## src/rtl/clap_pkg.sv

```systemverilog
// -----------------------------------------------------------------------------
// clap_pkg
// Shared definitions for the clap pattern detector:
//   clap_state_t  - FSM state enum shared by the detector and anything that
//                   wants to decode its state
//   DEF_*         - default parameter values for the detector and level decode
//   sat_inc       - saturating increment used by the run/quiet/gap counters
// -----------------------------------------------------------------------------
package clap_pkg;

    typedef enum logic [2:0] {
        IDLE  = 3'd0,
        ARM1  = 3'd1,
        HOLD1 = 3'd2,
        GAP   = 3'd3,
        ARM2  = 3'd4,
        HOLD2 = 3'd5
    } clap_state_t;

    localparam int DEF_SAMPLE_W       = 8;
    localparam int DEF_THRESHOLD      = 8;
    localparam int DEF_MIN_HIGH       = 2;
    localparam int DEF_QUIET_SAMPLES  = 4;
    localparam int DEF_WINDOW_SAMPLES = 64;
    localparam int DEF_CNT_W          = 8;

    // Increment that sticks at max_value instead of wrapping.
    function automatic int unsigned sat_inc(input int unsigned value,
                                            input int unsigned max_value);
        return (value >= max_value) ? max_value : value + 1;
    endfunction

endpackage

```

## src/rtl/clap_level_cmp.sv

```systemverilog
// -----------------------------------------------------------------------------
// clap_level_cmp
// Purely combinational loudness decode for one audio sample.
//
// Build option (macro CLAP_ABS_EN):
//   defined   : audio_in is two's complement, level = |audio_in|; the most
//               negative code maps to 2^(SAMPLE_W-1), which still fits in
//               SAMPLE_W unsigned bits.
//   undefined : audio_in is unsigned, level = audio_in.
//
// Ports:
//   audio_valid  in   sample strobe
//   audio_in     in   audio sample
//   loud         out  audio_valid & (level > THRESHOLD)
//   quiet        out  audio_valid & ~loud
// -----------------------------------------------------------------------------
module clap_level_cmp
    import clap_pkg::*;
#(
    parameter int SAMPLE_W  = DEF_SAMPLE_W,
    parameter int THRESHOLD = DEF_THRESHOLD
) (
    input  logic                audio_valid,
    input  logic [SAMPLE_W-1:0] audio_in,
    output logic                loud,
    output logic                quiet
);

    logic [SAMPLE_W-1:0] level;

`ifdef CLAP_ABS_EN
    always_comb begin
        level = audio_in;
        if (audio_in[SAMPLE_W-1]) begin
            level = SAMPLE_W'(0) - audio_in;
        end
    end
`else
    always_comb begin
        level = audio_in;
    end
`endif

    assign loud  = audio_valid & (32'(level) > 32'(THRESHOLD));
    assign quiet = audio_valid & ~loud;

endmodule

```

## src/rtl/clap_pattern_detector.sv

```systemverilog
// -----------------------------------------------------------------------------
// clap_pattern_detector
// Qualifies claps from a strobed audio sample stream, classifies each clap
// event as single or double, and keeps a saturating clap count. All outputs
// are registered: a pulse appears the cycle after the audio_valid sample
// that caused it.
//
// Build option: macro CLAP_ABS_EN selects signed-magnitude level extraction
// (see clap_level_cmp).
//
// Ports:
//   clk          in   system clock, posedge
//   reset        in   synchronous, active-high
//   audio_valid  in   sample strobe; state and counters only move when high
//   audio_in     in   audio sample
//   clear_count  in   synchronous clear of clap_count (wins over increment)
//   clap_pulse   out  1-cycle pulse per qualified clap
//   single_clap  out  1-cycle pulse: window expired without a second clap
//   double_clap  out  1-cycle pulse: second clap qualified inside window
//   clap_count   out  total qualified claps, saturating at all-ones
//   busy         out  state != IDLE
//
// state | meaning
// IDLE  | waiting for a loud sample
// ARM1  | first clap: counting loud samples toward MIN_HIGH
// HOLD1 | first clap qualified: waiting for QUIET_SAMPLES quiet samples
// GAP   | between claps: gap counter running toward WINDOW_SAMPLES
// ARM2  | second clap: counting loud samples, gap still running
// HOLD2 | second clap qualified: waiting for quiet, then back to IDLE
// -----------------------------------------------------------------------------
module clap_pattern_detector
    import clap_pkg::*;
#(
    parameter int SAMPLE_W       = DEF_SAMPLE_W,
    parameter int THRESHOLD      = DEF_THRESHOLD,
    parameter int MIN_HIGH       = DEF_MIN_HIGH,
    parameter int QUIET_SAMPLES  = DEF_QUIET_SAMPLES,
    parameter int WINDOW_SAMPLES = DEF_WINDOW_SAMPLES,
    parameter int CNT_W          = DEF_CNT_W
) (
    input  logic                clk,
    input  logic                reset,
    input  logic                audio_valid,
    input  logic [SAMPLE_W-1:0] audio_in,
    input  logic                clear_count,
    output logic                clap_pulse,
    output logic                single_clap,
    output logic                double_clap,
    output logic [CNT_W-1:0]    clap_count,
    output logic                busy
);

    localparam int RUN_W  = $clog2(MIN_HIGH + 1);
    localparam int QCNT_W = $clog2(QUIET_SAMPLES + 1);
    localparam int GAP_W  = $clog2(WINDOW_SAMPLES + 1);

    localparam logic [RUN_W-1:0]  RUN_MAX  = RUN_W'(MIN_HIGH);
    localparam logic [QCNT_W-1:0] QCNT_MAX = QCNT_W'(QUIET_SAMPLES);
    localparam logic [GAP_W-1:0]  GAP_MAX  = GAP_W'(WINDOW_SAMPLES);
    // With MIN_HIGH == 1 the very first loud sample is already a clap.
    localparam logic              QUAL_ON_FIRST = (MIN_HIGH == 1);

    logic loud;
    logic quiet;

    clap_state_t state;
    clap_state_t state_nxt;

    logic [RUN_W-1:0]  run,  run_nxt,  run_inc;
    logic [QCNT_W-1:0] qcnt, qcnt_nxt, qcnt_inc;
    logic [GAP_W-1:0]  gap,  gap_nxt,  gap_inc;

    logic run_hit;
    logic qcnt_hit;
    logic gap_hit;

    logic clap_evt;
    logic single_evt;
    logic double_evt;

    clap_level_cmp #(
        .SAMPLE_W  (SAMPLE_W),
        .THRESHOLD (THRESHOLD)
    ) u_level_cmp (
        .audio_valid (audio_valid),
        .audio_in    (audio_in),
        .loud        (loud),
        .quiet       (quiet)
    );

    // "Hit" flags look at the value the counter is about to take, so the
    // action happens on the sample that makes the count reach its limit.
    assign run_inc  = RUN_W'(sat_inc(32'(run), 32'(MIN_HIGH)));
    assign qcnt_inc = QCNT_W'(sat_inc(32'(qcnt), 32'(QUIET_SAMPLES)));
    assign gap_inc  = GAP_W'(sat_inc(32'(gap), 32'(WINDOW_SAMPLES)));

    assign run_hit  = (run_inc == RUN_MAX);
    assign qcnt_hit = (qcnt_inc == QCNT_MAX);
    assign gap_hit  = (gap_inc == GAP_MAX);

    // State register, counters and registered outputs.
    always_ff @(posedge clk) begin
        if (reset) begin
            state       <= IDLE;
            run         <= '0;
            qcnt        <= '0;
            gap         <= '0;
            clap_pulse  <= 1'b0;
            single_clap <= 1'b0;
            double_clap <= 1'b0;
            clap_count  <= '0;
        end else begin
            state       <= state_nxt;
            run         <= run_nxt;
            qcnt        <= qcnt_nxt;
            gap         <= gap_nxt;
            clap_pulse  <= clap_evt;
            single_clap <= single_evt;
            double_clap <= double_evt;
            if (clear_count) begin
                clap_count <= '0;
            end else if (clap_evt && (clap_count != '1)) begin
                clap_count <= clap_count + CNT_W'(1);
            end
        end
    end

    // Next-state and counter logic.
    always_comb begin
        state_nxt = state;
        run_nxt   = run;
        qcnt_nxt  = qcnt;
        gap_nxt   = gap;
        case (state)
            IDLE: begin
                if (loud) begin
                    run_nxt = RUN_W'(1);
                    if (QUAL_ON_FIRST) begin
                        qcnt_nxt  = '0;
                        state_nxt = HOLD1;
                    end else begin
                        state_nxt = ARM1;
                    end
                end
            end
            ARM1: begin
                if (loud) begin
                    run_nxt = run_inc;
                    if (run_hit) begin
                        qcnt_nxt  = '0;
                        state_nxt = HOLD1;
                    end
                end else if (quiet) begin
                    state_nxt = IDLE;
                end
            end
            HOLD1, HOLD2: begin
                if (loud) begin
                    qcnt_nxt = '0;
                end else if (quiet) begin
                    qcnt_nxt = qcnt_inc;
                    if (qcnt_hit) begin
                        gap_nxt   = '0;
                        state_nxt = (state == HOLD1) ? GAP : IDLE;
                    end
                end
            end
            GAP: begin
                if (audio_valid) begin
                    gap_nxt = gap_inc;
                end
                if (loud) begin
                    run_nxt = RUN_W'(1);
                    if (QUAL_ON_FIRST) begin
                        qcnt_nxt  = '0;
                        state_nxt = HOLD2;
                    end else begin
                        state_nxt = ARM2;
                    end
                end else if (quiet && gap_hit) begin
                    state_nxt = IDLE;
                end
            end
            ARM2: begin
                if (audio_valid) begin
                    gap_nxt = gap_inc;
                end
                // Qualification is checked before expiry so a clap completing
                // on the last window sample still counts as a double.
                if (loud && run_hit) begin
                    run_nxt   = run_inc;
                    qcnt_nxt  = '0;
                    state_nxt = HOLD2;
                end else if (audio_valid && gap_hit) begin
                    state_nxt = IDLE;
                end else if (loud) begin
                    run_nxt = run_inc;
                end else if (quiet) begin
                    state_nxt = GAP;
                end
            end
            default: begin
                state_nxt = IDLE;
            end
        endcase
    end

    // Pulse decode, registered in the state-register process.
    always_comb begin
        clap_evt   = 1'b0;
        single_evt = 1'b0;
        double_evt = 1'b0;
        case (state)
            IDLE: begin
                clap_evt = loud & QUAL_ON_FIRST;
            end
            ARM1: begin
                clap_evt = loud & run_hit;
            end
            GAP: begin
                clap_evt   = loud & QUAL_ON_FIRST;
                double_evt = loud & QUAL_ON_FIRST;
                single_evt = quiet & gap_hit;
            end
            ARM2: begin
                clap_evt   = loud & run_hit;
                double_evt = loud & run_hit;
                single_evt = audio_valid & gap_hit & ~(loud & run_hit);
            end
            default: begin
                clap_evt = 1'b0;
            end
        endcase
    end

    assign busy = (state != IDLE);

endmodule
```

## config.mk

```make
export PLATFORM = sky130hd
export DESIGN_NAME = clap_pattern_detector
export DESIGN_NICKNAME = d
export VERILOG_FILES = /design/src/rtl/clap_pkg.sv /design/src/rtl/clap_level_cmp.sv /design/src/rtl/clap_pattern_detector.sv
export SDC_FILE = /design/constraint.sdc
export NUM_CORES = 1
export LEC_CHECK = 0
export CAP_MARGIN = 20
export CORE_MARGIN = 2
export CORE_UTILIZATION = 30
export CTS_BUF_LIST = sky130_fd_sc_hd__clkbuf_4 sky130_fd_sc_hd__clkbuf_8
export DETAILED_ROUTE_END_ITERATION = 10
export GPL_TIMING_DRIVEN = 0
export HOLD_SLACK_MARGIN = 0.03
export PLACE_DENSITY = 0.47
export SYNTH_ARGS = -nofsm -noshare
export SYNTH_HDL_FRONTEND = slang
export SYNTH_SLANG_ARGS = --single-unit
```

## constraint.sdc

```tcl
create_clock -name clk -period 2.1 [get_ports clk]
set_input_delay 0.315 -clock clk [delete_from_list [all_inputs] [get_ports clk]]
set_output_delay 0.315 -clock clk [all_outputs]
set_load 0.01 [all_outputs]
```

==> results of run 1 <==
[through the flow]
step,util,instances,TNS (ns),setup slack [ns]
6_report,0.419,299,0,0.102
2_1_floorplan,-,195,0,0.0927
3_3_place_gp,0.370,286,-4.07,-0.359
3_5_place_dp,0.370,286,-3.75,-0.338
4_1_cts,0.389,292,-0.000565,-0.000565
5_1_grt,0.419,299,-0.0193,-0.0193
[where the power goes]
group	internal [mW]	leakage, nW	switching (mW)
Clock	0.168	0.0288	0.170
Combinational	0.121	0.534	0.150
Sequential	0.503	0.213	0.0144
[registers in the layout, indices dropped and copies added (netlist names)]
| register | flops |
|---|---|
| clap_count | 8 |
| clap_pulse | 1 |
| double_clap | 1 |
| gap | 7 |
| qcnt | 3 |
| run | 2 |
| single_clap | 1 |
| state | 3 |
[routing by layer]
layer / track usage / vias to the layer above / part of all wire
li1: - / 792 / -
met3: 0.0235 / 5 / 0.036
met2: 0.203 / 25 / 0.43
met4: 0.0500 / 0 / 0.014
met1: 0.193 / 722 / 0.52
met5: 0 / - / 0
[Yosys cell counts (2+ instances only)]
| cell type | count |
|---|---|
| sky130_fd_sc_hd__a211oi_1 | 4 |
| sky130_fd_sc_hd__a21oi_1 | 17 |
| sky130_fd_sc_hd__a221oi_1 | 3 |
| sky130_fd_sc_hd__a22oi_1 | 3 |
| sky130_fd_sc_hd__and2_1 | 3 |
| sky130_fd_sc_hd__and3_1 | 5 |
| sky130_fd_sc_hd__and3b_1 | 2 |
| sky130_fd_sc_hd__buf_2 | 3 |
| sky130_fd_sc_hd__clkbuf_1 | 2 |
| sky130_fd_sc_hd__dfxtp_1 | 26 |
| sky130_fd_sc_hd__ha_1 | 5 |
| sky130_fd_sc_hd__inv_1 | 13 |
| sky130_fd_sc_hd__mux2i_1 | 3 |
| sky130_fd_sc_hd__nand2_1 | 17 |
| sky130_fd_sc_hd__nand3_1 | 6 |
| sky130_fd_sc_hd__nand3b_1 | 3 |
| sky130_fd_sc_hd__nand4_1 | 2 |
| sky130_fd_sc_hd__nor2_1 | 15 |
| sky130_fd_sc_hd__nor2b_1 | 4 |
| sky130_fd_sc_hd__nor3_1 | 4 |
| sky130_fd_sc_hd__o211a_1 | 2 |
| sky130_fd_sc_hd__o211ai_1 | 2 |
| sky130_fd_sc_hd__o21ai_0 | 8 |
| sky130_fd_sc_hd__o31ai_1 | 3 |
| sky130_fd_sc_hd__or2_2 | 2 |
| sky130_fd_sc_hd__or3_1 | 2 |
| sky130_fd_sc_hd__or4_1 | 3 |
| sky130_fd_sc_hd__xnor2_1 | 3 |
| sky130_fd_sc_hd__xor2_1 | 2 |
[layout make-up]
class / count / area, µm²
fillers: 552 / 2990
multi-input cells: 150 / 1130
flip-flops and latches: 26 / 531
repair buffers: 29 / 270
well taps: 70 / 87.6
clock buffers: 4 / 55.1
inverters: 13 / 48.8
plain buffers: 7 / 33.8
[worst max-delay path, stage by stage]
cell and delay (ns):
sky130_fd_sc_hd__clkdlybuf4s50_1 0.50, sky130_fd_sc_hd__o41ai_4 0.54, sky130_fd_sc_hd__and4_1 0.28, sky130_fd_sc_hd__o32ai_2 0.07
sky130_fd_sc_hd__o211ai_1 0.16, sky130_fd_sc_hd__buf_4 0.18, sky130_fd_sc_hd__mux2i_1 0.17
[logic make-up after synthesis]
logic type	synth area share
AND/OR/NAND/NOR	0.272
AO/OA/AOI/OAI	0.259
flip-flops	0.324
buffers and inverters	0.0514
XOR/XNOR	0.0273
adder cells (fa/ha/maj)	0.0389
multiplexers	0.0280
[what timing repair did]
item / CTS / global route
gates cloned: 0 / 1
setup buffers: 2 / 6
pin swaps: 2 / 6
resized for setup: 5 / 16
hold endpoints to repair: 0 / 0
setup endpoints to repair: 8 / 10
[final timing paths]
| check | endpoint | slack (ns) |
|---|---|---|
| min reg2reg | run[0] | 0.49 |
| min | single_clap | 0.45 |
| max reg2reg | gap[4] | 0.13 |
| max | state[0] | 0.10 |
==> run_results.csv, run 1 <==
group,metric,value,unit
global_routing,grt_start_max_net_pins,15,
min_path,min_path_type,"input pin to flop",
yosys,synth_cells,195,
clock_tree,root_buffer,"sky130_fd_sc_hd__clkbuf_8",
clock_tree,number_of_buffers_created_by_cts,3,
global_routing,globalRouteTotalUtil,0.135,
worst_setup_path,worst_r2r_startpoint,"qcnt[0]",
worst_setup_path,worst_ep_required_time,2.31,ns
layout,stdcell_area,0.00215,mm²
global_routing,grt_first_pass_wirelength,6.56,mm
clock_tree,number_of_sinks_on_the_clock_net,26,
route,detailedRoute.firstPassIterationCount,4,
clock_tree,htree_levels,1,
die,rows,26,
yosys,ys_types,57,
yosys,synth_top_area_frac,0.324,
die,die_w,77.2,µm
die,starting_utilization_of_the_core_area,0.313,
route,route.vias.total,1544,
timing,timing.hold.ws,0.447,ns
placement,post-dp-hpwl,2.90,mm
timing,highest_clock_rate,0.500,GHz
layout,layout.cells.most_common_list,"sky130_fd_sc_hd__dfxtp_1 (22), sky130_fd_sc_hd__clkdlybuf4s50_1 (21), sky130_fd_sc_hd__nand2_1 (17), sky130_fd_sc_hd__a21oi_1 (17), sky130_fd_sc_hd__nor2_1 (15)",
route,drt-total-wl,4.15,mm
yosys,primary_flip_flop_cell_chosen_by_synthesis_mapping,"sky130_fd_sc_hd__dfxtp_1",
yosys,postSynthNetCount,212,
clock_tree,cts_tree,"done",
yosys,yosys_warnings,0,
yosys,ys_async_sr_fraction,0,
timing,timing.max_slew.rel_slack,0.684,
layout,antenna-diode-count,0,
yosys,cell_types_occupying_the_most_area_after_synthesis,"sky130_fd_sc_hd__dfxtp_1 (32%), sky130_fd_sc_hd__a21oi_1 (5.3%), sky130_fd_sc_hd__nand2_1 (4.0%)",
worst_setup_path,setup.worst_path.start,"audio_in[4]",
worst_setup_path,critical_path_arrival,2.21,ns
yosys,synth_top_cell_by_area,"sky130_fd_sc_hd__dfxtp_1",
min_path,hold_start,"audio_valid",
worst_setup_path,worst-r2r-cell-count,7,
global_routing,first_global_vias,1396,
pwr,peakVddDrop,0.000245,V
layout,area_growth_syn_to_layout,34.0,%
timing,slew_violations,0,
die,core,0.00514,mm²
route,post_drt_wl_per_cell,13.9,µm
placement,portBuffers,21,
route,via_per_inst,5.16,
timing,fin_crit,2.00,ns
layout,total_number_of_nets_in_the_final_design,247,
job,timing.max_cap.violations,0,
timing,report.final.hold_viol_count,0,
timing,finClkSkew,0.00177,ns
timing,finalSetupViolations,0,
die,io-pin-count,24,
clock_tree,worstSkewPairLatency,0.28,ns
timing,fin_crit_sh,0.952,
outcome,run_status,"finished, final reports clean",
global_routing,antenna_found_initial,0,
pwr,leakage,0.775,nW
yosys,sequential_area_share_after_synthesis,0.324,
route,route.antenna.remaining_nets,0,
route,drt_first_iter_violations,43,
worst_setup_path,start_kind,"input pin",
clock_tree,cts_max_path_buffers,2,
placement,post_place_cell_area,0.00190,mm²
global_routing,global_route.overflow_total,0,
min_path,worst_hold_path.num_cells,3,
timing,rsz0062_at_grt,"yes",
layout,drive_above_1_share,0.175,
timing,timing_worst_slew_pin_value,0.474,ns
clock_tree,post_cts_hold_buffer_count,0,
pwr,cellPowerDensity,523,mW/mm²
clock_tree,cts.clk_slew.worst_paths,0.09,ns
die,die_area,0.00596,mm²
worst_setup_path,worst-path-max-fanout,5,
yosys,ys_ff_latch,26,
route,drcViolationCount,0,
worst_setup_path,timing_worst_setup_path_type,"input pin to flop",
layout,layout.cells.most_common,"sky130_fd_sc_hd__dfxtp_1",
die,die_y,77.2,µm
yosys,synth-edff-count,0,
placement,gp_congestion,0.783,
worst_setup_path,setup.worst_path.end_class,"flop",
yosys,syn-cell-area,0.00161,mm²
yosys,postSynthAreaPerCell,8.24,µm²
pwr,p_total,1.13,mW
Power figures use the tool's default switching activity.
==> run 2, diff against run 1 <==
--- a/config.mk
+++ b/config.mk
@@ -9,10 +9,11 @@
 export CORE_MARGIN = 2
 export CORE_UTILIZATION = 30
 export CTS_BUF_LIST = sky130_fd_sc_hd__clkbuf_4 sky130_fd_sc_hd__clkbuf_8
+export CTS_CLUSTER_SIZE = 16
 export DETAILED_ROUTE_END_ITERATION = 10
 export GPL_TIMING_DRIVEN = 0
 export HOLD_SLACK_MARGIN = 0.03
-export PLACE_DENSITY = 0.47
+export PLACE_DENSITY = 0.45
 export SYNTH_ARGS = -nofsm -noshare
 export SYNTH_HDL_FRONTEND = slang
 export SYNTH_SLANG_ARGS = --single-unit
==> constraint.sdc (replaced) <==
create_clock -name clk -period 2.5 [get_ports clk]
set_input_delay 0.375 -clock clk [delete_from_list [all_inputs] [get_ports clk]]
set_output_delay 0.375 -clock clk [all_outputs]
set_load 0.01 [all_outputs]
==> run 2 against run 1 <==
  * Via count fell by 0.71%
  * Final area shrank 8.3%
  * First-iteration DRC count is 65% higher
  * Global-route usage increased by 0.26 points
  * Hold slack better by 0.035 ns
  * Largest power group unchanged
  * Total power down 13%
  * Clock-buffer cell count is 1 lower
  * Highest routed layer unchanged
  * Clock skew is essentially flat
  * Combinational power fell by 28%
  * Largest cell class unchanged
==> run_results.csv, run 2 (same netlist as run 1, synthesis figures left out) <==
group,metric,value,unit
outcome,run_status,"finished, final reports clean",
route,drt_first_iter_violations,71,
timing,finalSetupViolations,0,
global_routing,grt_first_pass_wirelength,6.76,mm
layout,layout_top_registers,"clap_count x8, gap x7",
clock_tree,root_buffer,"sky130_fd_sc_hd__clkbuf_8",
route,drt-total-wl,4.01,mm
layout,largest_reg_flops,8,
die,starting_utilization_of_the_core_area,0.313,
job,timing.max_cap.violations,0,
layout,total_number_of_nets_in_the_final_design,238,
clock_tree,cts_setup_buffers,0,
clock_tree,htree_levels,1,
global_routing,global_route.usage.met3,0.0176,
worst_setup_path,worst_ep_required_time,2.67,ns
clock_tree,number_of_buffers_created_by_cts,3,
pwr,leakage,0.693,nW
worst_setup_path,timing_worst_setup_path_type,"input pin to flop",
global_routing,gr-usage-met2,0.217,
worst_setup_path,start_kind,"input pin",
global_routing,global_route.overflow_total,0,
die,die_y,77.2,µm
global_routing,global_route.peak_usage_layer,"met2",
die,die_area,0.00596,mm²
timing,report.final.hold_viol_count,0,
clock_tree,cts_tree,"done",
die,die_w,77.2,µm
layout,antenna-diode-count,0,
timing,highest_clock_rate,0.446,GHz
timing,finClkSkew,0.00191,ns
timing,timing.hold.ws,0.482,ns
global_routing,globalRouteTotalUtil,0.138,
pwr,cellPowerDensity,498,mW/mm²
timing,rsz0062_at_grt,"no",
placement,portBuffers,21,
layout,drive_above_1_share,0.0909,
clock_tree,cts_max_path_buffers,2,
layout,area_growth_syn_to_layout,23.0,%
route,route.antenna.remaining_nets,0,
timing,timing_worst_slew_pin_value,0.641,ns
timing,fin_crit,2.24,ns
route,detailedRoute.firstPassIterationCount,4,
route,drcViolationCount,0,
layout,layout.cells.most_common,"sky130_fd_sc_hd__dfxtp_1",
worst_setup_path,critical_path_arrival,2.41,ns
placement,gp_congestion,0.810,
worst_setup_path,setup.worst_path.end_class,"flop",
route,via_per_inst,5.29,
die,core,0.00514,mm²
die,rows,26,
global_routing,first_global_vias,1408,
worst_setup_path,reg2reg_slack,0.26,ns
die,io-pin-count,24,
clock_tree,post_cts_hold_buffer_count,0,
global_routing,groute.layer.met1.usage,0.201,
clock_tree,worstSkewPairLatency,0.27,ns
timing,timing.max_slew.rel_slack,0.566,
timing,fin_crit_sh,0.897,
layout,layout.cells.most_common_list,"sky130_fd_sc_hd__dfxtp_1 (26), sky130_fd_sc_hd__clkdlybuf4s50_1 (21), sky130_fd_sc_hd__nand2_1 (17), sky130_fd_sc_hd__a21oi_1 (17), sky130_fd_sc_hd__nor2_1 (15)",
pwr,p_total,0.984,mW
route,route.vias.total,1533,
global_routing,antenna_found_initial,0,
route,post_drt_wl_per_cell,13.8,µm
global_routing,grt_start_max_net_pins,16,
clock_tree,number_of_sinks_on_the_clock_net,26,
min_path,min_path_type,"input pin to flop",
placement,post-dp-hpwl,2.97,mm
layout,largest-register,"clap_count",
pwr,peakVddDrop,0.000319,V
timing,slew_violations,0,
worst_setup_path,worst-path-max-fanout,4,
clock_tree,cts.clk_slew.worst_paths,0.10,ns
clock_tree,ctsResizeCount,0,
## run 2: cell types whose count changed in the layout (fill, tap and decap cells not counted), moves of 2 or more
cell / previous run / this run
sky130_fd_sc_hd__buf_4: 9 / 1
sky130_fd_sc_hd__dfxtp_1: 22 / 26
sky130_fd_sc_hd__dfxtp_2: 2 / 0
sky130_fd_sc_hd__dfxtp_4: 2 / 0
sky130_fd_sc_hd__ha_1: 3 / 5
sky130_fd_sc_hd__ha_4: 2 / 0
sky130_fd_sc_hd__o41ai_4: 2 / 0
## run 2: metal layers
metal | wire [µm] | vias up
li1 | - | 769
met1 | 2000 | 723
met2 | 1840 | 39
met3 | 155 | 2
met4 | 12 | 0
met5 | 0 | -
## run 2: layout make-up
type	instances	area [µm²]
fill	553	3160
multi-input combinational	149	1000
sequential	26	520
timing repair buffer	21	210
tap	70	87.6
inverter	13	48.8
clock buffer	3	41.3
buffer	7	33.8
clock inverter	1	30.0
## run 2: power breakdown
group          leakage (nW)  switching [mW]  internal, mW
Clock                0.0357           0.141         0.214
Combinational         0.448           0.112        0.0823
Sequential            0.210          0.0113         0.424
## run 2: through the flow
step / TNS, ns / cells / setup slack (ns) / util / instance area [µm²]
detailed placement: -0.0332 / 286 / -0.0332 / 0.370 / 1900
global route: 0 / 290 / 0.0191 / 0.384 / 1980
floorplan: 0 / 195 / 0.493 / - / 1610
finish: 0 / 290 / 0.259 / 0.384 / 1980
global placement: 0 / 286 / 0.00489 / 0.370 / 1900
CTS: 0 / 290 / 0.249 / 0.384 / 1980
## run 2: critical path, cell delays in order
cell and delay (ns):
sky130_fd_sc_hd__clkdlybuf4s50_1 0.47, sky130_fd_sc_hd__o41ai_2 0.63, sky130_fd_sc_hd__a2111oi_0 0.23, sky130_fd_sc_hd__o32ai_1 0.17
sky130_fd_sc_hd__o211ai_1 0.23, sky130_fd_sc_hd__a31o_2 0.30
## run 2: path summary, 6_finish.rpt
check / startpoint / end / cells after the start
max: audio_in[7] / state[2] / 6
min: audio_valid / qcnt[1] / 4
max reg2reg: gap[0] / state[0] / 6
min reg2reg: gap[4] / gap[4] / 2
